**src/rtl/simple_gan_pkg.sv**
```systemverilog
`default_nettype none
// ============================================================================
//  Module      : simple_gan_pkg
//  Description : Shared constants, types and helpers for the simple GAN
//                datapath: Q8.8 sample format, LFSR polynomial, default seed
//                and the latent sampler state encoding.
//                LATENT_GAUSS_EN selects four draws per latent element
//                (Irwin-Hall sum) instead of one uniform draw.
//  Revision    : 1.0  initial release
// ============================================================================
package simple_gan_pkg;

    // Q8.8 signed sample format
    localparam int DATA_WIDTH = 16;
    localparam int FRAC_BITS  = 8;
    localparam int INT_BITS   = DATA_WIDTH - FRAC_BITS;

    // Galois right-shift LFSR feedback mask and lock-up-safe default seed
    localparam logic [31:0] LFSR_TAPS    = 32'h8020_0003;
    localparam logic [31:0] SEED_DEFAULT = 32'hACE1_2345;

    // One raw draw is lfsr[8:0] read as a signed 9-bit value
    localparam int DRAW_BITS = 9;

`ifdef LATENT_GAUSS_EN
    localparam int DRAWS = 4;
`else
    localparam int DRAWS = 1;
`endif

    // Sum of DRAWS signed 9-bit draws needs log2(DRAWS) extra bits
    localparam int SUM_BITS = DRAW_BITS + $clog2(DRAWS);

    typedef enum logic [1:0] {
        ST_IDLE    = 2'd0,
        ST_DRAW    = 2'd1,
        ST_PRESENT = 2'd2,
        ST_WAIT    = 2'd3
    } sampler_state_e;

    // One Galois step: shift right, fold the taps in when a 1 falls out
    function automatic logic [31:0] lfsr_next(input logic [31:0] v);
        return v[0] ? ((v >> 1) ^ LFSR_TAPS) : (v >> 1);
    endfunction

endpackage
`default_nettype wire

```
**src/rtl/latent_sampler_if.sv**
```systemverilog
`default_nettype none
// ============================================================================
//  Module      : latent_sampler_if
//  Description : Control and vector hand-off bundle between the latent
//                sampler and its consumer (GAN generator + controller).
//                master : the sampler (drives latent_out/valid_out/busy/
//                         sample_count, receives start/run/seed/gen_done)
//                slave  : the consumer side (opposite directions)
//  Signals     : start, run, seed_load, seed_in[31:0], gen_done,
//                latent_out[0:LATENT_DIM-1], valid_out, busy,
//                sample_count[15:0]
//  Revision    : 1.0  initial release
// ============================================================================
interface latent_sampler_if #(
    parameter int LATENT_DIM = 2,
    parameter int DATA_WIDTH = 16
);
    logic                         start;
    logic                         run;
    logic                         seed_load;
    logic [31:0]                  seed_in;
    logic                         gen_done;
    logic signed [DATA_WIDTH-1:0] latent_out [LATENT_DIM];
    logic                         valid_out;
    logic                         busy;
    logic [15:0]                  sample_count;

    modport master (
        input  start, run, seed_load, seed_in, gen_done,
        output latent_out, valid_out, busy, sample_count
    );

    modport slave (
        output start, run, seed_load, seed_in, gen_done,
        input  latent_out, valid_out, busy, sample_count
    );
endinterface
`default_nettype wire

```
**src/rtl/latent_sampler_lfsr32_galois.sv**
```systemverilog
`default_nettype none
// ============================================================================
//  Module      : lfsr32_galois
//  Description : 32-bit Galois right-shift LFSR with synchronous seed load.
//                A zero seed is replaced by SEED_DEFAULT so the register can
//                never reach the all-zero lock-up state. load wins over step.
//  Ports       : clk, rst_n (async, active-low), load, seed[31:0], step,
//                value[31:0] (current register contents)
//  Revision    : 1.0  initial release
// ============================================================================
module lfsr32_galois #(
    parameter logic [31:0] SEED_DEFAULT = simple_gan_pkg::SEED_DEFAULT
) (
    input  logic        clk,
    input  logic        rst_n,
    input  logic        load,
    input  logic [31:0] seed,
    input  logic        step,
    output logic [31:0] value
);
    import simple_gan_pkg::*;

    logic [31:0] r_lfsr;

    always_ff @(posedge clk or negedge rst_n) begin
        if (!rst_n) begin
            r_lfsr <= SEED_DEFAULT;
        end else if (load) begin
            r_lfsr <= (seed == 32'd0) ? SEED_DEFAULT : seed;
        end else if (step) begin
            r_lfsr <= lfsr_next(r_lfsr);
        end
    end

    assign value = r_lfsr;

endmodule
`default_nettype wire

```
**src/rtl/latent_sampler.sv**
```systemverilog
`default_nettype none
// ============================================================================
//  Module      : latent_sampler
//  Description : Draws one LATENT_DIM vector of Q8.8 pseudo-random samples,
//                presents it with a one-cycle valid_out pulse, then waits for
//                the generator's gen_done before drawing again (run=1) or
//                returning to idle (run=0).
//                Build option LATENT_GAUSS_EN: each element is the sum of four
//                consecutive 9-bit signed draws (Gaussian approximation);
//                otherwise each element is a single uniform draw.
//  Ports       : clk, rst_n (async, active-low),
//                bus (latent_sampler_if.master): start, run, seed_load,
//                seed_in, gen_done -> latent_out[], valid_out, busy,
//                sample_count
//  Revision    : 1.0  initial release
// ============================================================================
module latent_sampler #(
    parameter int          LATENT_DIM   = 2,
    parameter int          DATA_WIDTH   = simple_gan_pkg::DATA_WIDTH,
    parameter logic [31:0] SEED_DEFAULT = simple_gan_pkg::SEED_DEFAULT
) (
    input  logic              clk,
    input  logic              rst_n,
    latent_sampler_if.master  bus
);
    import simple_gan_pkg::*;

    localparam int              ELEM_W      = (LATENT_DIM > 1) ? $clog2(LATENT_DIM) : 1;
    localparam logic [ELEM_W-1:0] c_last_elem = ELEM_W'(LATENT_DIM - 1);

    sampler_state_e r_state;
    sampler_state_e w_next_state;

    logic [31:0]                  w_lfsr;
    logic                         w_load;
    logic                         w_step;
    logic                         w_clear;
    logic                         w_elem_done;
    logic signed [DRAW_BITS-1:0]  w_draw;
    logic signed [SUM_BITS-1:0]   w_sum;
    logic                         w_unused_lfsr_hi;

    logic [ELEM_W-1:0]            r_elem;
    logic signed [DATA_WIDTH-1:0] r_latent [LATENT_DIM];
    logic                         r_valid;
    logic                         r_busy;
    logic [15:0]                  r_count;

    // ------------------------------------------------------------------
    // Random source
    // ------------------------------------------------------------------
    lfsr32_galois #(
        .SEED_DEFAULT (SEED_DEFAULT)
    ) u_lfsr (
        .clk   (clk),
        .rst_n (rst_n),
        .load  (w_load),
        .seed  (bus.seed_in),
        .step  (w_step),
        .value (w_lfsr)
    );

    // Draw is taken from the register before it steps this cycle
    assign w_draw           = $signed(w_lfsr[DRAW_BITS-1:0]);
    assign w_unused_lfsr_hi = ^w_lfsr[31:DRAW_BITS];

    // ------------------------------------------------------------------
    // Per-element accumulation
    // ------------------------------------------------------------------
`ifdef LATENT_GAUSS_EN
    localparam int DCNT_W = $clog2(DRAWS);

    logic [DCNT_W-1:0]          r_draw_cnt;
    logic signed [SUM_BITS-1:0] r_acc;

    assign w_elem_done = (r_draw_cnt == DCNT_W'(DRAWS - 1));
    // Signed size cast sign-extends the draw before it joins the sum
    assign w_sum       = r_acc + SUM_BITS'(w_draw);

    always_ff @(posedge clk or negedge rst_n) begin
        if (!rst_n) begin
            r_draw_cnt <= '0;
            r_acc      <= '0;
        end else if (w_clear) begin
            r_draw_cnt <= '0;
            r_acc      <= '0;
        end else if (r_state == ST_DRAW) begin
            if (w_elem_done) begin
                r_draw_cnt <= '0;
                r_acc      <= '0;
            end else begin
                r_draw_cnt <= r_draw_cnt + DCNT_W'(1);
                r_acc      <= w_sum;
            end
        end
    end
`else
    assign w_elem_done = 1'b1;
    assign w_sum       = w_draw;
`endif

    // ------------------------------------------------------------------
    // FSM state register
    // ------------------------------------------------------------------
    always_ff @(posedge clk or negedge rst_n) begin
        if (!rst_n) begin
            r_state <= ST_IDLE;
        end else begin
            r_state <= w_next_state;
        end
    end

    // ------------------------------------------------------------------
    // FSM next-state and control strobes
    // ------------------------------------------------------------------
    always_comb begin
        w_next_state = r_state;
        w_load       = 1'b0;
        w_step       = 1'b0;
        w_clear      = 1'b0;
        case (r_state)
            ST_IDLE: begin
                // A seed load consumes the cycle even if start is also high
                if (bus.seed_load) begin
                    w_load = 1'b1;
                end else if (bus.start || bus.run) begin
                    w_next_state = ST_DRAW;
                    w_clear      = 1'b1;
                end
            end
            ST_DRAW: begin
                w_step = 1'b1;
                if (w_elem_done && (r_elem == c_last_elem)) begin
                    w_next_state = ST_PRESENT;
                end
            end
            ST_PRESENT: begin
                w_next_state = ST_WAIT;
            end
            ST_WAIT: begin
                if (bus.gen_done) begin
                    w_next_state = bus.run ? ST_DRAW : ST_IDLE;
                    w_clear      = bus.run;
                end
            end
            default: begin
                w_next_state = ST_IDLE;
            end
        endcase
    end

    // ------------------------------------------------------------------
    // Element index and sample registers
    // ------------------------------------------------------------------
    always_ff @(posedge clk or negedge rst_n) begin
        if (!rst_n) begin
            r_elem <= '0;
            for (int i = 0; i < LATENT_DIM; i++) begin
                r_latent[i] <= '0;
            end
        end else if (w_clear) begin
            r_elem <= '0;
        end else if ((r_state == ST_DRAW) && w_elem_done) begin
            r_latent[r_elem] <= DATA_WIDTH'(w_sum);
            r_elem           <= r_elem + ELEM_W'(1);
        end
    end

    // ------------------------------------------------------------------
    // Status outputs, registered from the next state so that they line up
    // with the state itself: valid_out is high exactly in ST_PRESENT and
    // busy is high in every state but ST_IDLE.
    // ------------------------------------------------------------------
    always_ff @(posedge clk or negedge rst_n) begin
        if (!rst_n) begin
            r_valid <= 1'b0;
            r_busy  <= 1'b0;
            r_count <= '0;
        end else begin
            r_valid <= (w_next_state == ST_PRESENT);
            r_busy  <= (w_next_state != ST_IDLE);
            if (w_next_state == ST_PRESENT) begin
                r_count <= r_count + 16'd1;
            end
        end
    end

    assign bus.latent_out   = r_latent;
    assign bus.valid_out    = r_valid;
    assign bus.busy         = r_busy;
    assign bus.sample_count = r_count;

endmodule
`default_nettype wire

```
**src/flat_wrapper.sv**
```systemverilog
// flat-port wrapper written by rule: the top's interface ports become plain ports
module latent_sampler_flat import simple_gan_pkg::*;
#(
    parameter int          LATENT_DIM   = 2,
    parameter int          DATA_WIDTH   = simple_gan_pkg::DATA_WIDTH,
    parameter logic [31:0] SEED_DEFAULT = simple_gan_pkg::SEED_DEFAULT
)
  (clk, rst_n, bus_start, bus_run, bus_seed_load, bus_seed_in, bus_gen_done, bus_latent_out, bus_valid_out, bus_busy, bus_sample_count);
  latent_sampler_if #(.LATENT_DIM(LATENT_DIM), .DATA_WIDTH(DATA_WIDTH)) bus_i ();
  input  logic clk;
  input  logic rst_n;
  input wire logic [$bits(bus_i.start)-1:0] bus_start;
  input wire logic [$bits(bus_i.run)-1:0] bus_run;
  input wire logic [$bits(bus_i.seed_load)-1:0] bus_seed_load;
  input wire logic [$bits(bus_i.seed_in)-1:0] bus_seed_in;
  input wire logic [$bits(bus_i.gen_done)-1:0] bus_gen_done;
  output wire logic [$bits(bus_i.latent_out)-1:0] bus_latent_out;
  output wire logic [$bits(bus_i.valid_out)-1:0] bus_valid_out;
  output wire logic [$bits(bus_i.busy)-1:0] bus_busy;
  output wire logic [$bits(bus_i.sample_count)-1:0] bus_sample_count;
  assign bus_i.start = bus_start;
  assign bus_i.run = bus_run;
  assign bus_i.seed_load = bus_seed_load;
  assign bus_i.seed_in = bus_seed_in;
  assign bus_i.gen_done = bus_gen_done;
  assign bus_latent_out = {>>{bus_i.latent_out}};
  assign bus_valid_out = bus_i.valid_out;
  assign bus_busy = bus_i.busy;
  assign bus_sample_count = bus_i.sample_count;
  latent_sampler #(.LATENT_DIM(LATENT_DIM), .DATA_WIDTH(DATA_WIDTH), .SEED_DEFAULT(SEED_DEFAULT)) u_core (.clk(clk), .rst_n(rst_n), .bus(bus_i));
endmodule
```
**config.mk**
```make
export PLATFORM = sky130hd
export DESIGN_NAME = latent_sampler_flat
export DESIGN_NICKNAME = d
export VERILOG_FILES = /design/src/rtl/simple_gan_pkg.sv /design/src/rtl/latent_sampler_if.sv /design/src/rtl/latent_sampler_lfsr32_galois.sv /design/src/rtl/latent_sampler.sv /design/src/flat_wrapper.sv
export SDC_FILE = /design/constraint.sdc
export NUM_CORES = 1
export LEC_CHECK = 0
export ABC_CLOCK_PERIOD_IN_PS = 2100
export CAP_MARGIN = 0
export CORE_ASPECT_RATIO = 1.4
export CORE_MARGIN = 2
export CORE_UTILIZATION = 44
export DETAILED_ROUTE_END_ITERATION = 16
export PLACE_DENSITY = 0.76
export SLEW_MARGIN = 20
export SYNTH_ARGS = -nofsm -noshare
export SYNTH_HDL_FRONTEND = slang
export SYNTH_SLANG_ARGS = --single-unit
```
**constraint.sdc**
```tcl
create_clock -name clk -period 2.1 [get_ports clk]
set_input_delay 0.63 -clock clk [delete_from_list [all_inputs] [get_ports clk]]
set_output_delay 0.63 -clock clk [all_outputs]
set_load 0.01 [all_outputs]
```
==> impl_metrics.py, run 1 <==
metrics = {
    "route": {
        "vias": 2597,
        "drc": 0,
        "first_pass_iters": 5,
        "wl_per_cell_um": 14.6,
        "wl_um": 7370,
        "ant_nets": 0,
        "via_per_inst": 5.15,
        "first_iter_violations": 142,
    },
    "timing": {
        "rsz0062_at_grt": "true",
        "hold_viol_final": 0,
        "timing.hold.ws_ps": 301,
        "skew_ps": 9.97,
        "drv_slew": 0,
        "fin_crit_sh": 1.02,
        "worst_slack_ps": -32.5,
        "layout_min_cycle_time_ps": 2130,
        "setup_viol": 1,
        "maxSlewHeadroom": 0.633,
        "fmax_mhz": 469,
        "worst_slew_pin_slew_ps": 549,
    },
    "worst_setup_path": {
        "crit_slowest_cell": "or4_4",
        "cp_max_fo": 6,
        "crit_buf_inv": 1,
        "path_delay_family": "compound AO/OA/AOI/OAI gates",
        "cp.required_ps": 2320,
        "worstSetupStartpointType": "register",
        "crit_type": "reg2reg",
        "max_stage_delay_ps": 530,
        "crit_chain": "ha_4 -> inv_1 -> o311a_1 -> a2111o_1 -> or4_4 -> xnor2_1",
        "end_kind": "register",
        "cp.arrival_ps": 2360,
        "rrSetupSlack_ps": -30,
    },
    "layout": {
        "nNetsFinal": 448,
        "mostFrequentLayoutCells": "clkdlybuf4s50_1 (82), dfrtp_1 (54), a21oi_1 (34)",
        "area_delta_synth_final_pct": 40.9,
        "fill_cells": 633,
        "layout_commonest_cell": "clkdlybuf4s50_1",
        "n_antenna_cell": 0,
        "drive_gt1_frac": 0.246,
        "final_util": 0.647,
    },
    "floorplanning": {
        "die_area_mm2": 0.00845,
        "num_rows": 37,
        "core_area_mm2": 0.00741,
        "initial_core_util": 0.459,
        "dieWidth_um": 78.3,
        "ios": 88,
        "dieHeight_um": 108,
    },
    "power": {
        "power.density_mw_per_mm2": 1430,
        "power.leakage_nw": 1.99,
        "peakVddDrop_uv": 776,
    },
    "synthesis": {
        "synth.top_cell.area_share": 0.420,
        "yosysTopAreaCell": "dfrtp_1",
        "synth.distinct_cells": 28,
        "syn-num-nets": 355,
        "ys_top_cells_by_area": "dfrtp_1 (42%), dfstp_2 (11%), mux2i_1 (8.5%)",
        "yosysWarnings": 0,
        "synth_cells": 309,
        "avgSynthCellArea_um2": 11.0,
        "netlist_area_mm2": 0.00340,
        "synth-seq-cells": 71,
        "synth_seq_area_share": 0.528,
    },
    "hold_path": {
        "hold_class": "in2async",
    },
    "run_status": {
        "outcome": "finished, violations left",
        "violations": "negative setup slack",
    },
    "global_route": {
        "grt_first_pass_wirelength_um": 12600,
        "grt-busiest-layer": "met2",
        "gr-usage-met3": 0.0426,
        "antenna_found_initial": 0,
        "use_met1": 0.216,
        "met2_usage": 0.336,
        "grt_pass1_vias": 2702,
        "grt_max_degree": 72,
        "grt_use_total": 0.191,
        "overflow": 0,
    },
    "job": {
        "max_cap_violations": 0,
    },
    "place": {
        "hpwl_um": 5350,
        "numPortBuffers": 87,
        "finalWeightedCongestion": 0.830,
    },
    "clocking": {
        "max-clock-path-buffers": 2,
        "cts_made_buffers": 9,
        "cts.sinks": 71,
        "cts_root_buf": "clkbuf_8",
        "clkSlewWorstSetupHoldPaths_ps": 70,
        "cts_tree": "done",
        "ctsHoldBuffers": 0,
        "cts_max_level": 3,
        "clk-insertion-delay-late_ps": 350,
    },
}
logic make-up (layout without fill, tap and decap cells):
| family | count (synthesis) | in the layout | share of synthesized area |
|---|---|---|---|
| adders and majority gates | 8 | 8 | 0.0294 |
| and+or+nand+nor | 84 | 84 | 0.119 |
| buffers and inverters | 36 | 134 | 0.0559 |
| AOI/OAI and AO/OA | 42 | 42 | 0.0670 |
| muxes | 49 | 49 | 0.152 |
| DFF | 71 | 71 | 0.528 |
| xor gates and xnor gates | 19 | 19 | 0.0490 |
path summary, 6_finish.rpt:
kind | start | endpoint | depth (start not counted)
min reg2reg | u_core.bus.sample_count[15]$_DFFE_PN0N_ | u_core.bus.sample_count[15]$_DFFE_PN0N_ | 1
min in group clk | u_core.bus.sample_count[15]$_DFFE_PN0N_ | u_core.bus.sample_count[15]$_DFFE_PN0N_ | 1
min | rst_n | u_core.u_lfsr.value[19]$_DFFE_PN0P_ | 2
max in group asynchronous | rst_n | u_core.u_lfsr.value[0]$_DFFE_PN1P_ | 2
max reg2reg | u_core.r_state[1]$_DFF_PN0_ | u_core.bus.sample_count[7]$_DFFE_PN0N_ | 6
max | u_core.r_state[1]$_DFF_PN0_ | u_core.bus.sample_count[7]$_DFFE_PN0N_ | 6
sequential cells by signal, indices dropped and copies added, names as in the netlist:
signal                   cells
u_core.bus.busy              1
u_core.bus.latent_out       18
u_core.bus.sample_count     16
u_core.bus.valid_out         1
u_core.r_elem                1
u_core.r_state               2
u_core.u_lfsr.value         32
routing by layer:
layer / wire length, um / vias up
met2: 3910 / 84
met5: 0 / -
li1: - / 1263
met4: 169 / 0
met1: 2900 / 1239
met3: 387 / 11
cells in the mapped netlist:
library cell	instances
a2111o_1	1
a21oi_1	35
a32oi_1	1
and3_1	1
buf_1	3
buf_2	2
buf_4	14
clkbuf_1	9
dfrtp_1	57
dfstp_2	14
ha_1	8
inv_1	8
mux2_2	20
mux2i_1	29
nand2_1	11
nand2b_1	3
nand3_1	7
nand4_1	4
nor2_1	24
nor3_1	20
nor4_1	11
o21ai_0	3
o21bai_1	1
o311a_1	1
or2_2	2
or4_1	1
xnor2_1	8
xor2_1	11
final cells by class:
class                      instances  area, um2  share of cell area
clock inverter                     5       56.3              0.0118
multi-input combinational        202       1560               0.325
sequential                        71       1800               0.375
timing repair buffer             110       1070               0.224
inverter                           8       32.5             0.00679
clock buffer                      11        151              0.0316
tap                               97        121              0.0253
stage by stage:
stage	setup WS, ps	instance area [um2]	setup TNS, ps	std cells	power, mW
global route	-88.2	4790	-362	504	7.34
global placement	-444	4460	-6370	486	5.53
CTS	3.36	4710	0	504	6.82
floorplan	-17.1	3440	-17.1	309	4.47
finish	-32.5	4790	-32.5	504	6.83
detailed placement	-482	4460	-7040	486	5.63
timing repair:
item,in CTS,in global routing
pin swaps,5,4
endpoints found under the hold margin,0,0
resized for setup,11,15
setup endpoints to repair,9,13
buffers inserted,2,0
report_power, final:
group | switching (mW) | internal, mW
logic | 1.43 | 1.79
registers | 0.454 | 2.05
clock network | 0.498 | 0.611
total | 2.38 | 4.45
Note: power is estimated with default switching activity, not from simulation.
==> run 2: changes to the inputs <==
Settings changed: MAX_ROUTING_LAYER set to met4.
==> impl_metrics.py, run 2 (synthesis gave the netlist of run 1 again) <==
metrics = {
    "run_status": {
        "outcome": "finished, violations left",
        "violations": "negative setup slack",
    },
    "layout": {
        "largest_reg_flops": 32,
        "n_antenna_cell": 0,
        "mostFrequentLayoutCells": "clkdlybuf4s50_1 (82), dfrtp_1 (54), a21oi_1 (34)",
        "final_util": 0.647,
        "area_delta_synth_final_pct": 40.9,
        "drive_gt1_frac": 0.246,
        "stdcell_count": 504,
        "layout_commonest_cell": "clkdlybuf4s50_1",
        "nNetsFinal": 448,
    },
    "timing": {
        "maxSlewHeadroom": 0.632,
        "layout_min_cycle_time_ps": 2130,
        "worst_slack_ps": -30.9,
        "setup-tns-final_ps": -30.9,
        "rsz0062_at_grt": "true",
        "skew_ps": 10.1,
        "fmax_mhz": 469,
        "drv_slew": 0,
        "fin_crit_sh": 1.01,
        "timing.hold.ws_ps": 298,
        "setup_viol": 1,
        "hold_viol_final": 0,
        "worst_slew_pin_slew_ps": 551,
    },
    "global_route": {
        "grt_max_degree": 72,
        "grt_use_total": 0.197,
        "grt_pass1_vias": 2701,
        "overflow": 0,
        "antenna_found_initial": 0,
        "grt_first_pass_wirelength_um": 12600,
    },
    "clocking": {
        "cts_max_level": 3,
        "clk-insertion-delay-late_ps": 350,
        "cts_tree": "done",
        "cts.sinks": 71,
        "max-clock-path-buffers": 2,
        "clkSlewWorstSetupHoldPaths_ps": 70,
        "cts_root_buf": "clkbuf_8",
        "cts_made_buffers": 9,
    },
    "hold_path": {
        "hold_class": "in2async",
    },
    "power": {
        "power.density_mw_per_mm2": 1430,
        "power.leakage_nw": 1.99,
        "p_int_mw": 4.45,
        "p_seq_frac": 0.367,
        "swShare": 0.348,
        "peakVddDrop_uv": 776,
        "comb_power_share": 0.471,
        "power_frac_clock": 0.162,
        "p_switching_mw": 2.38,
        "p_total_mw": 6.83,
    },
    "place": {
        "hpwl_um": 5350,
        "placed_cells": 486,
        "numPortBuffers": 87,
        "finalWeightedCongestion": 0.843,
    },
    "worst_setup_path": {
        "crit_type": "reg2reg",
        "cp.arrival_ps": 2350,
        "worstSetupStartpointType": "register",
        "r2r_cells": 6,
        "cp_max_fo": 6,
        "cp.required_ps": 2320,
        "end_kind": "register",
    },
    "floorplanning": {
        "core_area_mm2": 0.00741,
        "initial_core_util": 0.459,
        "ios": 88,
        "num_rows": 37,
        "dieHeight_um": 108,
        "die_area_mm2": 0.00845,
        "dieWidth_um": 78.3,
    },
    "job": {
        "max_cap_violations": 0,
    },
    "route": {
        "drc": 0,
        "ant_nets": 0,
        "via_per_inst": 5.13,
        "first_iter_violations": 142,
        "wl_per_cell_um": 14.6,
        "vias": 2586,
        "wl_um": 7360,
        "first_pass_iters": 6,
    },
}
run 2: per-layer routing:
layer	global-route usage	part of all wire
met4	0.103	0.023
met3	0.0376	0.045
met2	0.336	0.53
met1	0.219	0.40
met5	-	0
run 2: final timing paths:
check                                                           to  slack (ps)                                    start
max                         u_core.bus.sample_count[7]$_DFFE_PN0N_         -30              u_core.r_state[1]$_DFF_PN0_
min                            u_core.u_lfsr.value[19]$_DFFE_PN0P_         300                                    rst_n
max reg2reg                 u_core.bus.sample_count[7]$_DFFE_PN0N_         -30              u_core.r_state[1]$_DFF_PN0_
min reg2reg                u_core.bus.sample_count[15]$_DFFE_PN0N_         490  u_core.bus.sample_count[15]$_DFFE_PN0N_
max in group asynchronous       u_core.u_lfsr.value[0]$_DFFE_PN1P_        1470                                    rst_n
min in group clk           u_core.bus.sample_count[15]$_DFFE_PN0N_         490  u_core.bus.sample_count[15]$_DFFE_PN0N_
run 2: power groups by stage:
| stage | Sequential, mW | Combinational, mW | Clock (mW) |
|---|---|---|---|
| detailed placement | 2.53 | 3.10 | 0 |
| global route | 2.60 | 3.54 | 1.20 |
| finish | 2.51 | 3.22 | 1.11 |
| floorplan | 2.51 | 1.95 | 0 |
| global placement | 2.50 | 3.03 | 0 |
| CTS | 2.50 | 3.18 | 1.14 |
run 2: area by class of cell:
class                      count  area [um2]
clock inverter                 5        56.3
inverter                       8        32.5
fill                         633        2620
multi-input combinational    202        1560
clock buffer                  11         151
tap                           97         121
sequential                    71        1800
timing repair buffer         110        1070
run 2: worst max-delay path, stage by stage, from the launching register on:
cell and delay [ps]:
dfrtp_2 450, ha_4 140, inv_1 30, o311a_1 340, a2111o_1 390, or4_4 530, xnor2_1 130
run 2: metrics by stage:
step / area (um2) / worst slack (ps)
5_1_grt: 4790 / -88.2
3_3_place_gp: 4460 / -444
4_1_cts: 4710 / 3.36
2_1_floorplan: 3440 / -17.1
6_report: 4790 / -30.9
3_5_place_dp: 4460 / -482
run 2: timing repair:
action	CTS	global route
pin swaps	5	4
resized for setup	11	15
hold buffers	0	0
hold endpoints to repair	0	0
setup endpoints to repair	9	13
setup buffers	2	0
==> run 3: changes to the inputs <==
Settings changed: ABC_CLOCK_PERIOD_IN_PS 2100 to 2600, CORE_UTILIZATION 44 to 53, PLACE_DENSITY 0.76 to 0.86, SKIP_LAST_GASP set to 1.
Clock period 2.1 ns to 2.6 ns, I/O delays scaled along.
==> impl_metrics.py, run 3 (synthesis gave the netlist of run 1 again) <==
metrics = {
    "route": {
        "wl_um": 7170,
        "drc": 0,
        "first_iter_violations": 95,
        "ant_nets": 0,
        "wl_per_cell_um": 15.3,
        "vias": 2575,
        "first_pass_iters": 4,
        "via_per_inst": 5.51,
    },
    "layout": {
        "largest_reg_flops": 32,
        "nNetsFinal": 436,
        "layout_commonest_cell": "clkdlybuf4s50_1",
        "stdcell_area_mm2": 0.00453,
        "n_antenna_cell": 0,
        "final_util": 0.729,
        "mostFrequentLayoutCells": "clkdlybuf4s50_1 (86), dfrtp_1 (57), a21oi_1 (35)",
        "drive_gt1_frac": 0.172,
        "area_delta_synth_final_pct": 33.1,
    },
    "timing": {
        "rsz0062_at_grt": "false",
        "setup_viol": 0,
        "skew_ps": 5.51,
        "maxSlewHeadroom": 0.691,
        "fmax_mhz": 403,
        "layout_min_cycle_time_ps": 2480,
        "hold_viol_final": 0,
        "worst_slew_pin_slew_ps": 463,
        "fin_crit_sh": 0.955,
        "drv_slew": 0,
    },
    "clocking": {
        "max-clock-path-buffers": 2,
        "cts_root_buf": "clkbuf_8",
        "cts_max_level": 3,
        "cts_made_buffers": 9,
        "cts_tree": "done",
        "cts.sinks": 71,
        "clk-insertion-delay-late_ps": 340,
        "ctsHoldBuffers": 0,
        "clkSlewWorstSetupHoldPaths_ps": 70,
    },
    "global_route": {
        "grt_first_pass_wirelength_um": 11900,
        "grt_pass1_vias": 2609,
        "overflow": 0,
        "grt_use_total": 0.222,
        "grt_max_degree": 72,
        "antenna_found_initial": 0,
    },
    "power": {
        "power.leakage_nw": 1.88,
        "p_int_mw": 3.50,
        "peakVddDrop_uv": 664,
        "p_seq_frac": 0.378,
        "p_switching_mw": 1.84,
        "power_frac_clock": 0.168,
        "comb_power_share": 0.454,
        "power.density_mw_per_mm2": 1180,
        "swShare": 0.344,
    },
    "run_status": {
        "outcome": "finished, final reports clean",
    },
    "worst_setup_path": {
        "crit_buf_inv": 2,
        "crit_slowest_cell": "clkdlybuf4s50_1",
        "path_delay_family": "compound AO/OA/AOI/OAI gates",
        "cp.arrival_ps": 2740,
        "worstSetupStartpointType": "input port",
        "end_kind": "register",
        "cp_max_fo": 14,
        "crit_chain": "clkdlybuf4s50_1 -> o311a_1 -> a2111o_1 -> buf_4 -> nor4_2 -> xor2_1",
        "max_stage_delay_ps": 450,
        "cp.required_ps": 2850,
        "crit_type": "in2reg",
    },
    "floorplanning": {
        "dieWidth_um": 71.7,
        "dieHeight_um": 98.8,
        "initial_core_util": 0.547,
        "ios": 88,
        "die_area_mm2": 0.00708,
        "core_area_mm2": 0.00621,
        "num_rows": 34,
    },
    "hold_path": {
        "hold_class": "in2async",
    },
    "place": {
        "dpl_cell_area_mm2": 0.00431,
        "numPortBuffers": 87,
        "hpwl_um": 5240,
        "finalWeightedCongestion": 0.846,
    },
    "job": {
        "max_cap_violations": 0,
    },
}
==> run 3: what timing repair did <==
action                     in CTS  in global routing
setup endpoints to repair       0                  1
gates resized for setup         0                  2
buffers inserted                0                  0
==> run 3: cell type report <==
class,count,area (um2)
Tap cell,72,90.1
Inverter,8,30.0
Fill cell,445,1690
Clock inverter,5,56.3
Timing Repair Buffer,98,973
Sequential cell,71,1790
Multi-Input combinational cell,202,1430
Clock buffer,11,151
==> run 3: worst paths after layout <==
| path | startpoint | to | slack [ps] | depth (start not counted) |
|---|---|---|---|---|
| max | bus_gen_done | u_core.bus.sample_count[13]$_DFFE_PN0N_ | 120 | 6 |
| min | rst_n | u_core.u_lfsr.value[24]$_DFFE_PN0P_ | 450 | 2 |
| max reg2reg | u_core.r_state[1]$_DFF_PN0_ | u_core.bus.sample_count[13]$_DFFE_PN0N_ | 280 | 8 |
| min reg2reg | u_core.bus.sample_count[15]$_DFFE_PN0N_ | u_core.bus.sample_count[15]$_DFFE_PN0N_ | 480 | 1 |
| max in group asynchronous | rst_n | u_core.u_lfsr.value[2]$_DFFE_PN1P_ | 1820 | 2 |
| min in group clk | u_core.bus.sample_count[15]$_DFFE_PN0N_ | u_core.bus.sample_count[15]$_DFFE_PN0N_ | 480 | 1 |
==> run 3: power groups by stage <==
stage                     sequential, mW  combinational [mW]  clock (mW)
after floorplan                     2.02                1.54           0
after global placement              2.01                2.36           0
after detailed placement            2.03                2.43           0
after CTS                           2.01                2.44       0.911
after global routing                2.08                2.67       0.959
final                               2.02                2.42       0.895
==> run 3: stage by stage <==
step	setup TNS (ps)	instances	setup WS (ps)	total power, mW	hold WS [ps]
after floorplan	0	309	268	3.56	484
after global placement	-834	451	-153	4.36	470
after detailed placement	-1550	451	-283	4.46	475
after CTS	0	467	97.2	5.37	460
after global routing	0	467	28.6	5.71	467
final	0	467	117	5.33	445
==> run 3: per-layer routing <==
layer / routed length [um] / global-route usage
met1: 2920 / 0.255
met2: 3780 / 0.368
met3: 289 / 0.0419
met4: 178 / 0.110
met5: 0 / -
